[src/rtl/uart_pkg.sv]
// Shared types and constants for the UART transmit path: arbiter sequencer
// states, transmitter bit-engine states and default sizing.
package uart_pkg;

    localparam int UART_DATA_W       = 8;
    localparam int DEFAULT_MAX_BURST = 16;

    typedef enum logic [2:0] {
        IDLE,
        LOAD,
        START,
        WAIT_DONE,
        NEXT
    } arb_state_t;

    typedef enum logic [1:0] {
        TX_IDLE,
        TX_START_BIT,
        TX_DATA_BITS,
        TX_STOP_BIT
    } tx_state_t;

    // Burst counter increment that sticks at the limit instead of wrapping.
    function automatic logic [7:0] sat_inc(input logic [7:0] cnt, input logic [7:0] limit);
        return (cnt >= limit) ? cnt : cnt + 8'd1;
    endfunction

endpackage

[src/rtl/uart_tx_arbiter_if.sv]
// Requester byte handshake plus transmitter load/done strobes and grant status,
// bundled so the arbiter and its environment share one port list.
interface uart_tx_arbiter_if
    import uart_pkg::*;
#(
    parameter int NUM_REQ = 4,
    parameter int DATA_W  = UART_DATA_W
);
    localparam int ID_W = $clog2(NUM_REQ);

    logic [NUM_REQ-1:0]        req_valid;
    logic [NUM_REQ*DATA_W-1:0] req_data;
    logic [NUM_REQ-1:0]        req_last;
    logic [NUM_REQ-1:0]        req_ready;
    logic                      tx_start;
    logic [DATA_W-1:0]         tx_data;
    logic                      tx_done;
    logic                      grant_active;
    logic [ID_W-1:0]           grant_id;

    modport slave (
        input  req_valid, req_data, req_last, tx_done,
        output req_ready, tx_start, tx_data, grant_active, grant_id
    );

    modport master (
        output req_valid, req_data, req_last, tx_done,
        input  req_ready, tx_start, tx_data, grant_active, grant_id
    );

endinterface

[src/rtl/rr_pick.sv]
// Combinational round-robin search: first valid index strictly after
// last_grant_i, wrapping, with last_grant_i itself checked last.
module rr_pick #(
    parameter int NUM_REQ = 4
) (
    input  logic [NUM_REQ-1:0]         valid_i,
    input  logic [$clog2(NUM_REQ)-1:0] last_grant_i,
    output logic [$clog2(NUM_REQ)-1:0] winner_o,
    output logic                       any_valid_o
);
    localparam int ID_W = $clog2(NUM_REQ);

    logic [ID_W-1:0] idx;

    // NOTE: every output gets a default before the loop so no path leaves them
    // unassigned, which would otherwise infer latches.
    always_comb begin
        winner_o    = '0;
        any_valid_o = 1'b0;
        idx         = '0;
        // Walk from the farthest offset down so the nearest valid wins last.
        for (int off = NUM_REQ; off >= 1; off--) begin
            idx = ID_W'((int'(last_grant_i) + off) % NUM_REQ);
            if (valid_i[idx]) begin
                winner_o    = idx;
                any_valid_o = 1'b1;
            end
        end
    end

endmodule

[src/rtl/uart_tx_arbiter.sv]
// Shares one UART byte transmitter between NUM_REQ requesters: round-robin
// grant, per-byte load/start/wait sequencing, burst-limited ownership.
module uart_tx_arbiter
    import uart_pkg::*;
#(
    parameter int NUM_REQ   = 4,
    parameter int DATA_W    = UART_DATA_W,
    parameter int MAX_BURST = DEFAULT_MAX_BURST
) (
    input logic              clk,
    input logic              rst,
    uart_tx_arbiter_if.slave bus
);
    localparam int         ID_W        = $clog2(NUM_REQ);
    localparam logic [7:0] BURST_LIMIT = 8'(MAX_BURST);

    arb_state_t         state_q;
    logic [ID_W-1:0]    grant_id_q;
    logic [ID_W-1:0]    last_grant_q;
    logic               grant_active_q;
    logic [NUM_REQ-1:0] req_ready_q;
    logic               tx_start_q;
    logic [DATA_W-1:0]  tx_data_q;
    logic               last_q;
    logic [7:0]         burst_cnt_q;

    logic [ID_W-1:0]    pick_id;
    logic               any_valid;
    logic               release_d;

    rr_pick #(
        .NUM_REQ(NUM_REQ)
    ) u_rr_pick (
        .valid_i     (bus.req_valid),
        .last_grant_i(last_grant_q),
        .winner_o    (pick_id),
        .any_valid_o (any_valid)
    );

    // Ownership ends on the last byte, at the burst cap, or when the owner goes quiet.
    assign release_d = last_q || (burst_cnt_q == BURST_LIMIT) || !bus.req_valid[grant_id_q];

    // NOTE: all state and outputs are registers updated with non-blocking
    // assignments; strobes default low each cycle and are raised on state entry.
    always_ff @(posedge clk) begin
        if (rst) begin
            state_q        <= IDLE;
            grant_id_q     <= '0;
            last_grant_q   <= ID_W'(NUM_REQ - 1);
            grant_active_q <= 1'b0;
            req_ready_q    <= '0;
            tx_start_q     <= 1'b0;
            tx_data_q      <= '0;
            last_q         <= 1'b0;
            burst_cnt_q    <= '0;
        end else begin
            req_ready_q <= '0;
            tx_start_q  <= 1'b0;
            case (state_q)
                IDLE: begin
                    if (any_valid) begin
                        grant_id_q     <= pick_id;
                        grant_active_q <= 1'b1;
                        burst_cnt_q    <= '0;
                        req_ready_q    <= NUM_REQ'(1) << pick_id;
                        state_q        <= LOAD;
                    end
                end
                LOAD: begin
                    tx_data_q  <= bus.req_data[int'(grant_id_q) * DATA_W +: DATA_W];
                    last_q     <= bus.req_last[grant_id_q];
                    tx_start_q <= 1'b1;
                    state_q    <= START;
                end
                START: begin
                    state_q <= WAIT_DONE;
                end
                WAIT_DONE: begin
                    if (bus.tx_done) begin
                        burst_cnt_q <= sat_inc(burst_cnt_q, BURST_LIMIT);
                        state_q     <= NEXT;
                    end
                end
                NEXT: begin
                    if (release_d) begin
                        last_grant_q   <= grant_id_q;
                        grant_active_q <= 1'b0;
                        state_q        <= IDLE;
                    end else begin
                        req_ready_q <= NUM_REQ'(1) << grant_id_q;
                        state_q     <= LOAD;
                    end
                end
                default: begin
                    state_q <= IDLE;
                end
            endcase
        end
    end

    assign bus.req_ready    = req_ready_q;
    assign bus.tx_start     = tx_start_q;
    assign bus.tx_data      = tx_data_q;
    assign bus.grant_active = grant_active_q;
    assign bus.grant_id     = grant_id_q;

endmodule

[src/flat_wrapper.sv]
// flat-port wrapper written by rule: the top's interface ports become plain ports
module uart_tx_arbiter_flat import uart_pkg::*;
#(
    parameter int NUM_REQ   = 4,
    parameter int DATA_W    = UART_DATA_W,
    parameter int MAX_BURST = DEFAULT_MAX_BURST
)
  (clk, rst, bus_req_valid, bus_req_data, bus_req_last, bus_tx_done, bus_req_ready, bus_tx_start, bus_tx_data, bus_grant_active, bus_grant_id);
  uart_tx_arbiter_if #(.NUM_REQ(NUM_REQ), .DATA_W(DATA_W)) bus_i ();
  input logic clk;
  input logic rst;
  input wire logic [$bits(bus_i.req_valid)-1:0] bus_req_valid;
  input wire logic [$bits(bus_i.req_data)-1:0] bus_req_data;
  input wire logic [$bits(bus_i.req_last)-1:0] bus_req_last;
  input wire logic [$bits(bus_i.tx_done)-1:0] bus_tx_done;
  output wire logic [$bits(bus_i.req_ready)-1:0] bus_req_ready;
  output wire logic [$bits(bus_i.tx_start)-1:0] bus_tx_start;
  output wire logic [$bits(bus_i.tx_data)-1:0] bus_tx_data;
  output wire logic [$bits(bus_i.grant_active)-1:0] bus_grant_active;
  output wire logic [$bits(bus_i.grant_id)-1:0] bus_grant_id;
  assign bus_i.req_valid = bus_req_valid;
  assign bus_i.req_data = bus_req_data;
  assign bus_i.req_last = bus_req_last;
  assign bus_i.tx_done = bus_tx_done;
  assign bus_req_ready = bus_i.req_ready;
  assign bus_tx_start = bus_i.tx_start;
  assign bus_tx_data = bus_i.tx_data;
  assign bus_grant_active = bus_i.grant_active;
  assign bus_grant_id = bus_i.grant_id;
  uart_tx_arbiter #(.NUM_REQ(NUM_REQ), .DATA_W(DATA_W), .MAX_BURST(MAX_BURST)) u_core (.clk(clk), .rst(rst), .bus(bus_i));
endmodule
[config.mk]
export PLATFORM = sky130hd
export DESIGN_NAME = uart_tx_arbiter_flat
export DESIGN_NICKNAME = d
export VERILOG_FILES = /design/src/rtl/uart_pkg.sv /design/src/rtl/uart_tx_arbiter_if.sv /design/src/rtl/rr_pick.sv /design/src/rtl/uart_tx_arbiter.sv /design/src/flat_wrapper.sv
export SDC_FILE = /design/constraint.sdc
export NUM_CORES = 1
export LEC_CHECK = 0
export BUFFER_PORTS_ARGS = -buffer_cell sky130_fd_sc_hd__buf_2
export CAP_MARGIN = 25
export CORE_MARGIN = 2
export CORE_UTILIZATION = 45
export CTS_BUF_LIST = sky130_fd_sc_hd__clkbuf_8
export DETAILED_ROUTE_END_ITERATION = 10
export HOLD_SLACK_MARGIN = 0.02
export PLACE_DENSITY = 0.78
export SYNTH_ARGS = -nofsm -noshare
export SYNTH_HDL_FRONTEND = slang
export SYNTH_SLANG_ARGS = --single-unit
[constraint.sdc]
create_clock -name clk -period 1.6 [get_ports clk]
set_input_delay 0.16 -clock clk [delete_from_list [all_inputs] [get_ports clk]]
set_output_delay 0.16 -clock clk [all_outputs]
set_load 0.01 [all_outputs]
Word level (Yosys, flattened, before mapping)
Index checks and enable logic that the tools add are counted.
{ "op_classes": {"muxes": 35, "n_eq_ne": 9, "n_addsub": 5, "reduce_logical": 11, "shift": 3, "order_cmp": 6} }
{ "op_table": {"columns": ["operator", "n"], "rows": [
  ["variable part select 32 x 6 -> 8 bit", 1],
  ["2-to-1 mux 8 bit", 3],
  ["case mux 8 bit (2 select lines)", 1],
  ["less-than comparator 2 x 3 -> 1 bit (second input constant)", 5],
  ["case mux 3 bit (5 select lines)", 1],
  ["2-to-1 mux 1 bit", 14],
  ["binary-select mux 1 bit (select 2 bit)", 6],
  ["adder 8 x 1 -> 8 bit (second input constant)", 1],
  ["equality test 8 x 5 -> 1 bit (second input constant)", 1],
  [">= comparator 8 x 5 -> 1 bit (second input constant)", 1],
  ["2-to-1 mux 2 bit", 4],
  ["2-to-1 mux 4 bit", 2],
  ["case mux 4 bit (2 select lines)", 1],
  ["<< shifter 1 x 2 -> 4 bit (first input constant)", 2],
  ["equality test 3 x 2 -> 1 bit (second input constant)", 2],
  ["2-to-1 mux 3 bit", 2],
  ["AND reduction 2 bit", 3],
  ["adder 2 x 1 -> 2 bit (second input constant)", 2],
  ["adder 2 bit (second input constant)", 2],
  ["inequality test 2 x 1 -> 1 bit (second input constant)", 2],
  ["inequality test 2 bit (second input constant)", 2],
  ["AND reduction 4 bit", 1],
  ["nonzero test 2 bit", 2],
  ["equality test 3 x 1 -> 1 bit (second input constant)", 1],
  ["other kinds (6)", 7]
]} }
{ "totals": {"ff_bits": 30, "word_cells": 78, "input_bits": 43, "output_inout_bits": 16} }

Depth between registers and ports, before layout
Gate-level depths: netlist (run 1).
{ "logic_depth": {"ltp_word": 10, "mapped_depth": 6, "mapped_depth_nobuf": 6} }

Modules after synthesis
A second synthesis (run 1) with hierarchy kept.
{ "hier_totals": {"hier_cells": 172, "hier_area_um2": 1581.5} }
{ "modules_own_cells": {"columns": ["mod", "cells_per_inst", "n_inst", "area_each_um2", "seq_area_each_um2"], "rows": [
  ["uart_tx_arbiter", 158, 1, 1490.2, 600.6],
  ["rr_pick", 14, 1, 91.3, 0.0]
]} }

Worst setup path before layout (run 1)
No wires, ideal clock.
{ "synth_timing": {"path_type": "register to register", "start": "reg u_core.grant_id_q[0] (netlist: u_core.bus.grant_id[0])", "end": "reg u_core.last_grant_q[0]", "slack_ps": -197, "t_required_ps": 1480, "n_path_buf": 1, "setup_ps": 120, "path_stages_with_launch": 6, "arrival_ps": 1677, "period_less_slack_ps": 1797, "cell_sequence": "dfxtp_1 buf_6 mux4_2 and2_4 or2_1 a211o_1"} }
{ "synth_via": {"elab_chain_len": 5} }
{ "synth_rtl": {"columns": ["element", "line", "text"], "rows": [
  ["start, declared", "uart_tx_arbiter.sv:18", "logic [ID_W-1:0] grant_id_q;"],
  ["start signal, assigned", "uart_tx_arbiter.sv:62", "grant_id_q <= pick_id;"],
  ["binary-select mux 1 bit (select 2 bit)", "uart_tx_arbiter.sv:41", "assign release_d = last_q || (burst_cnt_q == BURST_LIMIT) || !bus.req_valid[grant_id_q];"],
  ["2-to-1 mux 1 bit (not written as such)", "uart_tx_arbiter.sv:41", null],
  ["zero test 1 bit", "uart_tx_arbiter.sv:41", null],
  ["logical OR 1 bit", "uart_tx_arbiter.sv:41", null],
  ["AND reduction 2 bit (no source line)", null, null],
  ["end signal, assigned", "uart_tx_arbiter.sv:49", "last_grant_q <= ID_W'(NUM_REQ - 1);"],
  ["end signal, assigned", "uart_tx_arbiter.sv:86", "last_grant_q <= grant_id_q;"],
  ["end, declared", "uart_tx_arbiter.sv:19", "logic [ID_W-1:0] last_grant_q;"]
]} }
Several ways; a longest one is shown, not always the timed one. The select of a mux whose other input is x is not followed.
A chain may end at the register's enable or synchronous reset.

Worst setup path after layout (run 1)
Ends and elaborated chain as after synthesis.

==> results of run 1 <==
## routing by layer
layer,vias to the layer above,track usage
met2,48,0.327
met5,-,0
met3,5,0.0725
met1,682,0.235
met4,0,0.0750
li1,730,-
## cell families after synthesis
logic type	Yosys count	share of synthesized area
buf+inv	11	0.0321
flops	30	0.395
compound gates	30	0.124
mux	10	0.160
xor+xnor	3	0.0173
simple gates	77	0.254
fa+ha+maj	2	0.0165
## cell usage in the layout, fill, tap and decap left out, types with 2 or more instances in the layout
cell type and n:
buf_4 12, nor3_1 4, nand4b_1 2, nand2b_1 6, or3_1 3, a211oi_1 3
nand3_1 4, dfxtp_1 29, nor2_1 15, mux4_1 5, inv_1 4, nand2_1 22
nor3b_1 2, buf_2 58, mux4_2 5, ha_1 2, a21oi_1 17, xnor2_1 3
or2_2 2, nor4_1 2, nor2_2 2, clkbuf_8 6, and2_1 5, o21ai_0 2
## final cells by class
type / instances / area share
timing repair buffer: 70 / 0.187
clock buffer: 6 / 0.0405
clock inverter: 2 / 0.00430
inverter: 3 / 0.00553
sequential: 30 / 0.295
tap: 46 / 0.0283
multi-input combinational: 122 / 0.439
## critical path, cell delays in order (launching register included)
cell     delay, ps
dfxtp_2        330
mux4_2         480
and2_4         190
or2_1          220
a211o_1        250
## synthesized netlist by cell type, types with 3 or more instances
master | number | area [µm²]
a211oi_1 | 3 | 22.5
a21oi_1 | 17 | 85.1
and2_1 | 5 | 31.3
clkbuf_1 | 7 | 26.3
dfxtp_1 | 30 | 601
inv_1 | 3 | 11.3
mux4_1 | 5 | 131
mux4_2 | 5 | 113
nand2_1 | 22 | 82.6
nand2b_1 | 6 | 37.5
nand3_1 | 4 | 20.0
nor2_1 | 17 | 63.8
nor3_1 | 5 | 25.0
nor3b_1 | 3 | 22.5
or3_1 | 3 | 18.8
xnor2_1 | 3 | 26.3
## how the worst max path moves through the flow
| stage | slack (ps) | end | depth (start not counted) | from |
|---|---|---|---|---|
| floorplan | -100 | u_core.last_grant_q[0]$_SDFFE_PP1P_ | 5 | u_core.bus.grant_id[0]$_SDFFE_PP0P_ |
| global placement | 40 | u_core.last_grant_q[0]$_SDFFE_PP1P_ | 4 | u_core.bus.grant_id[0]$_SDFFE_PP0P_ |
| detailed placement | 20 | u_core.last_grant_q[0]$_SDFFE_PP1P_ | 4 | u_core.bus.grant_id[0]$_SDFFE_PP0P_ |
| CTS | 20 | u_core.last_grant_q[0]$_SDFFE_PP1P_ | 4 | u_core.bus.grant_id[0]$_SDFFE_PP0P_ |
| global route | -40 | u_core.last_grant_q[0]$_SDFFE_PP1P_ | 4 | u_core.bus.grant_id[0]$_SDFFE_PP0P_ |
| finish | 20 | u_core.last_grant_q[0]$_SDFFE_PP1P_ | 4 | u_core.bus.grant_id[0]$_SDFFE_PP0P_ |
## stage by stage
stage                     utilization  hold slack (ps)  total power [µW]  cell area (µm²)  setup TNS [ps]
after floorplan                     -              330              1140             1520            -117
final                           0.620              191              1920             2040               0
after CTS                       0.613              184              1940             2010               0
after global placement          0.585              440              1310             1920               0
after detailed placement        0.585              444              1320             1920               0
after global routing            0.620              209              2020             2040           -49.9
## power by group
part / internal (µW) / switching (µW) / leakage (µW) / total (µW)
Clock: 339 / 271 / 0.0000524 / 610
Sequential: 800 / 33.4 / 0.000245 / 833
Combinational: 242 / 237 / 0.000590 / 480
## flip-flops by register name, summed over array words and instances, names as in the netlist
name                     flops
u_core.bus.grant_active      1
u_core.state_q               3
u_core.burst_cnt_q           8
u_core.last_grant_q          2
u_core.bus.req_ready         4
u_core.last_q                1
u_core.bus.tx_start          1
u_core.bus.tx_data           8
u_core.bus.grant_id          2
==> results by group, run 1 <==
Logic synthesis
  • Synth Cell Area: between 1500 and 2000 µm²
  • Top_reg_cell synth: dfxtp_1
  • Synthesized net count: ~210
  • Post-synthesis sequential element count: 30
  • Synth Instances: approximately 160
  • Syn Area/Cell: 9.33 µm²
  • Share of flip-flops with an asynchronous set or reset: 0
  • Post-synth EDFFs: 0
  • Count of cell types in the netlist: 35
  • Seq/Total Area, Yosys: 0.395
  • Ys Warns: 0

Floorplan
  • Die Area: approximately 3900 µm²
  • Die H: a little over 60 µm
  • Initial Utilization: 0.463
  • Row count: 21
  • Core box area: approximately 3300 µm²
  • Die X-Extent: around 62 µm
  • Io pins: 59

Critical path
  • Worst reg-to-reg path cell count: 4
  • Crit Path Category: register to register
  • Req. time, crit path: 1770 ps
  • Crit-path max FO: 5
  • Setup crit start kind: register
  • Reg-to-reg setup timing slack: about 18 ps
  • FF-to-FF Start: u_core.bus.grant_id[0]$_SDFFE_PP0P_
  • Reg-to-Reg End: u_core.last_grant_q[0]$_SDFFE_PP1P_
  • Critical path arrival: around 1800 ps
  • CP Capture Type: register

Finish
  • Nets@finish: 277
  • Area growth syn-to-layout: 34.0%
  • FF+latch area: around 600 µm²
  • Fill count: around 280
  • Layout cell share with drive strength beyond 1: 0.395
  • Multi-input gate area: 895 µm²
  • Layout Cells excl Fill: 279
  • ANT cells: 0

Placed design
  • Post-Place Cells: 271
  • Port bufs: 58
  • Final Wtd Congestion: between 0.7 and 0.8
  • Pre-CTS setup slack: between 20 and 25 ps
  • Placed wire-length estimate: 2620 µm

STA
  • RSZ-0062 raised after global routing: yes
  • Slew HR: 0.666
  • Slew Limit Fails: 0
  • Final worst setup slack: between 15 and 20 ps
  • Clock Skews: roughly 7.0 ps
  • Hold Fails Final Rpt: 0
  • Peak Freq: roughly 0.63 GHz
  • Final setup vio count: 0
  • Tmin final: around 1600 ps
  • Worst slew pin tran: ~500 ps
  • Period utilization: 0.989

Global route
  • Largest net degree at the start of global routing: 23
  • Initial antenna violation count: 0
  • First-pass GRT wire length: 6100 µm
  • Vias in the first global route: 1408
  • Global-route usage over all layers: 0.198
  • Total overflow reported by the global router: 0

Clock tree
  • H-tree levels: 2
  • Clk_lat worst skew: between 200 and 300 ps
  • PostCTS Resize Cnt: 0
  • Cts hold-fix bufs: 0
  • # Post-CTS Setup Buffers: 0
  • TritonCTS clock tree: done
  • CTS Buf Count: 5
  • Clock sinks: 30
  • Clock Tree Root: clkbuf_8
  • Clock slew at reported path FFs: roughly 60 ps
  • Clock Path Buffers: 2

Drt
  • Metal-1 WL: between 1500 and 2000 µm
  • Vias: roughly 1500
  • Uppermost routed layer: met4
  • Metal3 WL: 243 µm
  • Number of remaining DRC errors: 0
  • TritonRoute pass-1 iters: 4
  • Routed met2 length: approximately 1600 µm
  • Detailed Route WL: ~3500 µm
  • Wire per inst: about 13 µm
  • Vias/cell: 5.25
  • DR iter-0 viols: 31
  • DRT antenna net count: 0

Min path
  • Hold Startpoint: bus_tx_done
  • Worst Hold Depth: 3
  • Hold WC Path Type: input pin to register
  • Worst hold path endpoint: u_core.state_q[2]$_SDFFE_PP0P_

Run status
  • Status: finished clean

Power
  • Worst VDD drop: around 0.6 mV
  • Leak pwr: just under 0.0009 µW
  • Power Density: between 900 and 1000 nW/µm²

Job
  • Max cap viols: 0
No activity file was read; power rests on OpenSTA's default activity.
==> run 2: changes to the inputs <==
--- a/config.mk
+++ b/config.mk
@@ -11,7 +11,7 @@
 export CORE_UTILIZATION = 45
 export CTS_BUF_LIST = sky130_fd_sc_hd__clkbuf_8
 export DETAILED_ROUTE_END_ITERATION = 10
-export HOLD_SLACK_MARGIN = 0.02
+export HOLD_SLACK_MARGIN = 0.15
 export PLACE_DENSITY = 0.78
 export SYNTH_ARGS = -nofsm -noshare
 export SYNTH_HDL_FRONTEND = slang
==> constraint.sdc (replaced) <==
create_clock -name clk -period 1.6 [get_ports clk]
set_input_delay 0.32 -clock clk [delete_from_list [all_inputs] [get_ports clk]]
set_output_delay 0.32 -clock clk [all_outputs]
set_load 0.01 [all_outputs]
==> run 2 against run 1 <==
- the flow now finishes with violations (negative setup slack)
- cell count grew 4.3%
- clock power is essentially flat
- hold slack gained 230 ps
- sequential power fell by 0.5%
- fmax down 1.8%
- clock-buffer cell count did not move
- critical path depth grew 2
- design area up 5.3%
- global-route usage increased by 1.3 points
- die area is the same
- largest power group unchanged
==> results by group, run 2 (synthesis results as in run 1) <==
Finish
  • Fill count: 282 (+0.36%)
  • Layout Cells excl Fill: 291 (+4.3%)
  • Layout cell share with drive strength beyond 1: 0.429 (+0.0337)
  • Commonest non-fill, non-tap cell in the layout: buf_2
  • Area growth syn-to-layout: 41.2%
  • ANT cells: 0 (unchanged)
  • Nets@finish: 289 (+4.3%)
  • Most frequent cells in the layout: 58 x buf_2, 28 x dfxtp_1, 23 x buf_4

Critical path
  • Slowest-stage cell, CP: or3_1
  • Critical path arrival: 1780 ps (+30 ps)
  • FF-to-FF Start: u_core.burst_cnt_q[5]$_SDFFE_PP0P_
  • Crit-path max FO: 3 (-2)
  • Slowest stage delay, CP: 360 ps (-120 ps)
  • Reg-to-Reg End: u_core.burst_cnt_q[2]$_SDFFE_PP0P_
  • Crit Path Category: register to register
  • Worst reg-to-reg path cell count: 6 (+2)
  • Req. time, crit path: 1770 ps (about the same)
  • CP Capture Type: register
  • Reg-to-reg setup timing slack: -10 ps (-30 ps)
  • Setup crit start kind: register
  • CP Cell Sequence: or3_1 > o32a_1 > buf_6 > nor3b_4 > xnor2_1 > nor2_1

Clock tree
  • Clock sinks: 30 (unchanged)
  • H-tree levels: 2 (unchanged)
  • Clock Tree Root: clkbuf_8
  • CTS Buf Count: 5 (unchanged)
  • Cts hold-fix bufs: 0 (unchanged)
  • Clock Path Buffers: 2 (unchanged)
  • Clock slew at reported path FFs: 60 ps (about the same)
  • TritonCTS clock tree: done
  • # Post-CTS Setup Buffers: 0 (unchanged)
  • Clk_lat worst skew: 280 ps (about the same)

Run status
  • Status: finished, violations left
  • Failing checks: negative setup slack

Placed design
  • Port bufs: 58 (unchanged)
  • Post-Place Cells: 283 (+4.4%)
  • Placed wire-length estimate: 2800 µm (+6.8%)
  • Final Wtd Congestion: 0.802 (+1.6%)

STA
  • Slew HR: 0.656 (-0.00910)
  • Final setup vio count: 1 (+1)
  • Tmin final: 1610 ps (+28.6 ps)
  • Slew Limit Fails: 0 (unchanged)
  • Clock Skews: 5.29 ps (-1.73 ps)
  • RSZ-0062 raised after global routing: yes
  • Worst slew pin tran: 515 ps (+16.3 ps)
  • Period utilization: 1.01 (+0.0179)
  • Setup TNS: -10.6 ps (-10.6 ps)
  • Hold Fails Final Rpt: 0 (unchanged)
  • Peak Freq: 0.621 GHz (-1.8%)
  • Final worst setup slack: -10.6 ps (-28.6 ps)

Drt
  • DR iter-0 viols: 78 (+150%)
  • Number of remaining DRC errors: 0 (unchanged)
  • TritonRoute pass-1 iters: 4 (unchanged)
  • Vias: 1496 (+2.1%)
  • Wire per inst: 13.1 µm (+3.9%)
  • DRT antenna net count: 0 (unchanged)
  • Vias/cell: 5.14 (-2.1%)
  • Detailed Route WL: 3820 µm (+8.4%)

Job
  • Max cap viols: 0 (unchanged)

Floorplan
  • Initial Utilization: 0.463 (unchanged)
  • Core box area: 3280 µm² (unchanged)
  • Row count: 21 (unchanged)
  • Die Area: 3860 µm² (unchanged)
  • Die H: 62.1 µm (unchanged)
  • Io pins: 59 (unchanged)
  • Die X-Extent: 62.1 µm (unchanged)

Global route
  • Global-route usage over all layers: 0.210 (+0.0126)
  • First-pass GRT wire length: 6570 µm (+7.7%)
  • Total overflow reported by the global router: 0 (unchanged)
  • Vias in the first global route: 1515 (+7.6%)
  • Initial antenna violation count: 0 (unchanged)
  • Largest net degree at the start of global routing: 23 (unchanged)

Min path
  • Hold WC Path Type: input pin to register
  • Hold Startpoint: bus_tx_done
  • Worst hold path endpoint: u_core.state_q[2]$_SDFFE_PP0P_
  • Worst Hold Depth: 4 (+1)

Power
  • Power Density: 925 nW/µm² (-2.1%)
  • Leak pwr: 0.000950 µW (+7.1%)
  • Worst VDD drop: 0.560 mV (-4.5%)
  • Total power: 1980 µW (+3.1%)
## run 2: cell types whose count changed in the layout (fill, tap and decap cells not counted), sizes merged
cell | previous run | this run
buf | 70 | 82
## run 2: worst max-delay path by stage
stage	start	endpoint	depth (start not counted)
after detailed placement	bus_req_valid[0]	u_core.burst_cnt_q[1]$_SDFFE_PP0P_	8
after global routing	u_core.burst_cnt_q[5]$_SDFFE_PP0P_	u_core.burst_cnt_q[2]$_SDFFE_PP0P_	6
final	u_core.burst_cnt_q[5]$_SDFFE_PP0P_	u_core.burst_cnt_q[2]$_SDFFE_PP0P_	6
after CTS	u_core.burst_cnt_q[5]$_SDFFE_PP0P_	u_core.burst_cnt_q[2]$_SDFFE_PP0P_	6
after global placement	bus_req_valid[0]	u_core.burst_cnt_q[1]$_SDFFE_PP0P_	7
after floorplan	u_core.bus.grant_id[0]$_SDFFE_PP0P_	u_core.last_grant_q[0]$_SDFFE_PP1P_	5
## run 2: cell type report
| class | count | area (µm²) | area share |
|---|---|---|---|
| well taps | 46 | 57.6 | 0.0268 |
| flip-flops and latches | 30 | 603 | 0.281 |
| clock buffers | 6 | 82.6 | 0.0385 |
| inverters | 3 | 11.3 | 0.00525 |
| repair buffers | 82 | 474 | 0.221 |
| clock inverters | 2 | 8.76 | 0.00408 |
| multi-input cells | 122 | 908 | 0.423 |
## run 2: critical path: cells and delay by family, from the launching register on
family | cells | cell delay [ps]
flip-flops | 1 | 320
buffers and inverters | 1 | 140
XOR/XNOR | 1 | 130
AND/OR/NAND/NOR | 3 | 590
AO/OA/AOI/OAI | 1 | 330
## run 2: power breakdown
part / internal, µW / switching, µW
sequential: 800 / 29.2
clock: 340 / 273
combinational: 281 / 261
## run 2: timing repair
| item | CTS | global route |
|---|---|---|
| setup endpoints to repair | 3 | 15 |
| hold endpoints to repair | 0 | 0 |
| pin swaps | 1 | 0 |
| resized for setup | 2 | 7 |
## run 2: per-stage QoR
stage / cell area [µm²] / setup WS, ps / hold WS [ps] / util
2_1_floorplan: 1520 / -97.2 / 436 / -
3_3_place_gp: 2010 / -96.3 / 440 / 0.613
3_5_place_dp: 2010 / -78.8 / 445 / 0.613
4_1_cts: 2110 / -6.53 / 427 / 0.643
5_1_grt: 2150 / -68.9 / 435 / 0.653
6_report: 2150 / -10.6 / 423 / 0.653
## run 2: metal layers
metal / part of all wire / wire length (µm) / GRT usage
met2: 0.49 / 1860 / 0.365
met1: 0.43 / 1650 / 0.245
met5: 0 / 0 / 0
met3: 0.063 / 242 / 0.0616
met4: 0.018 / 70 / 0.0806
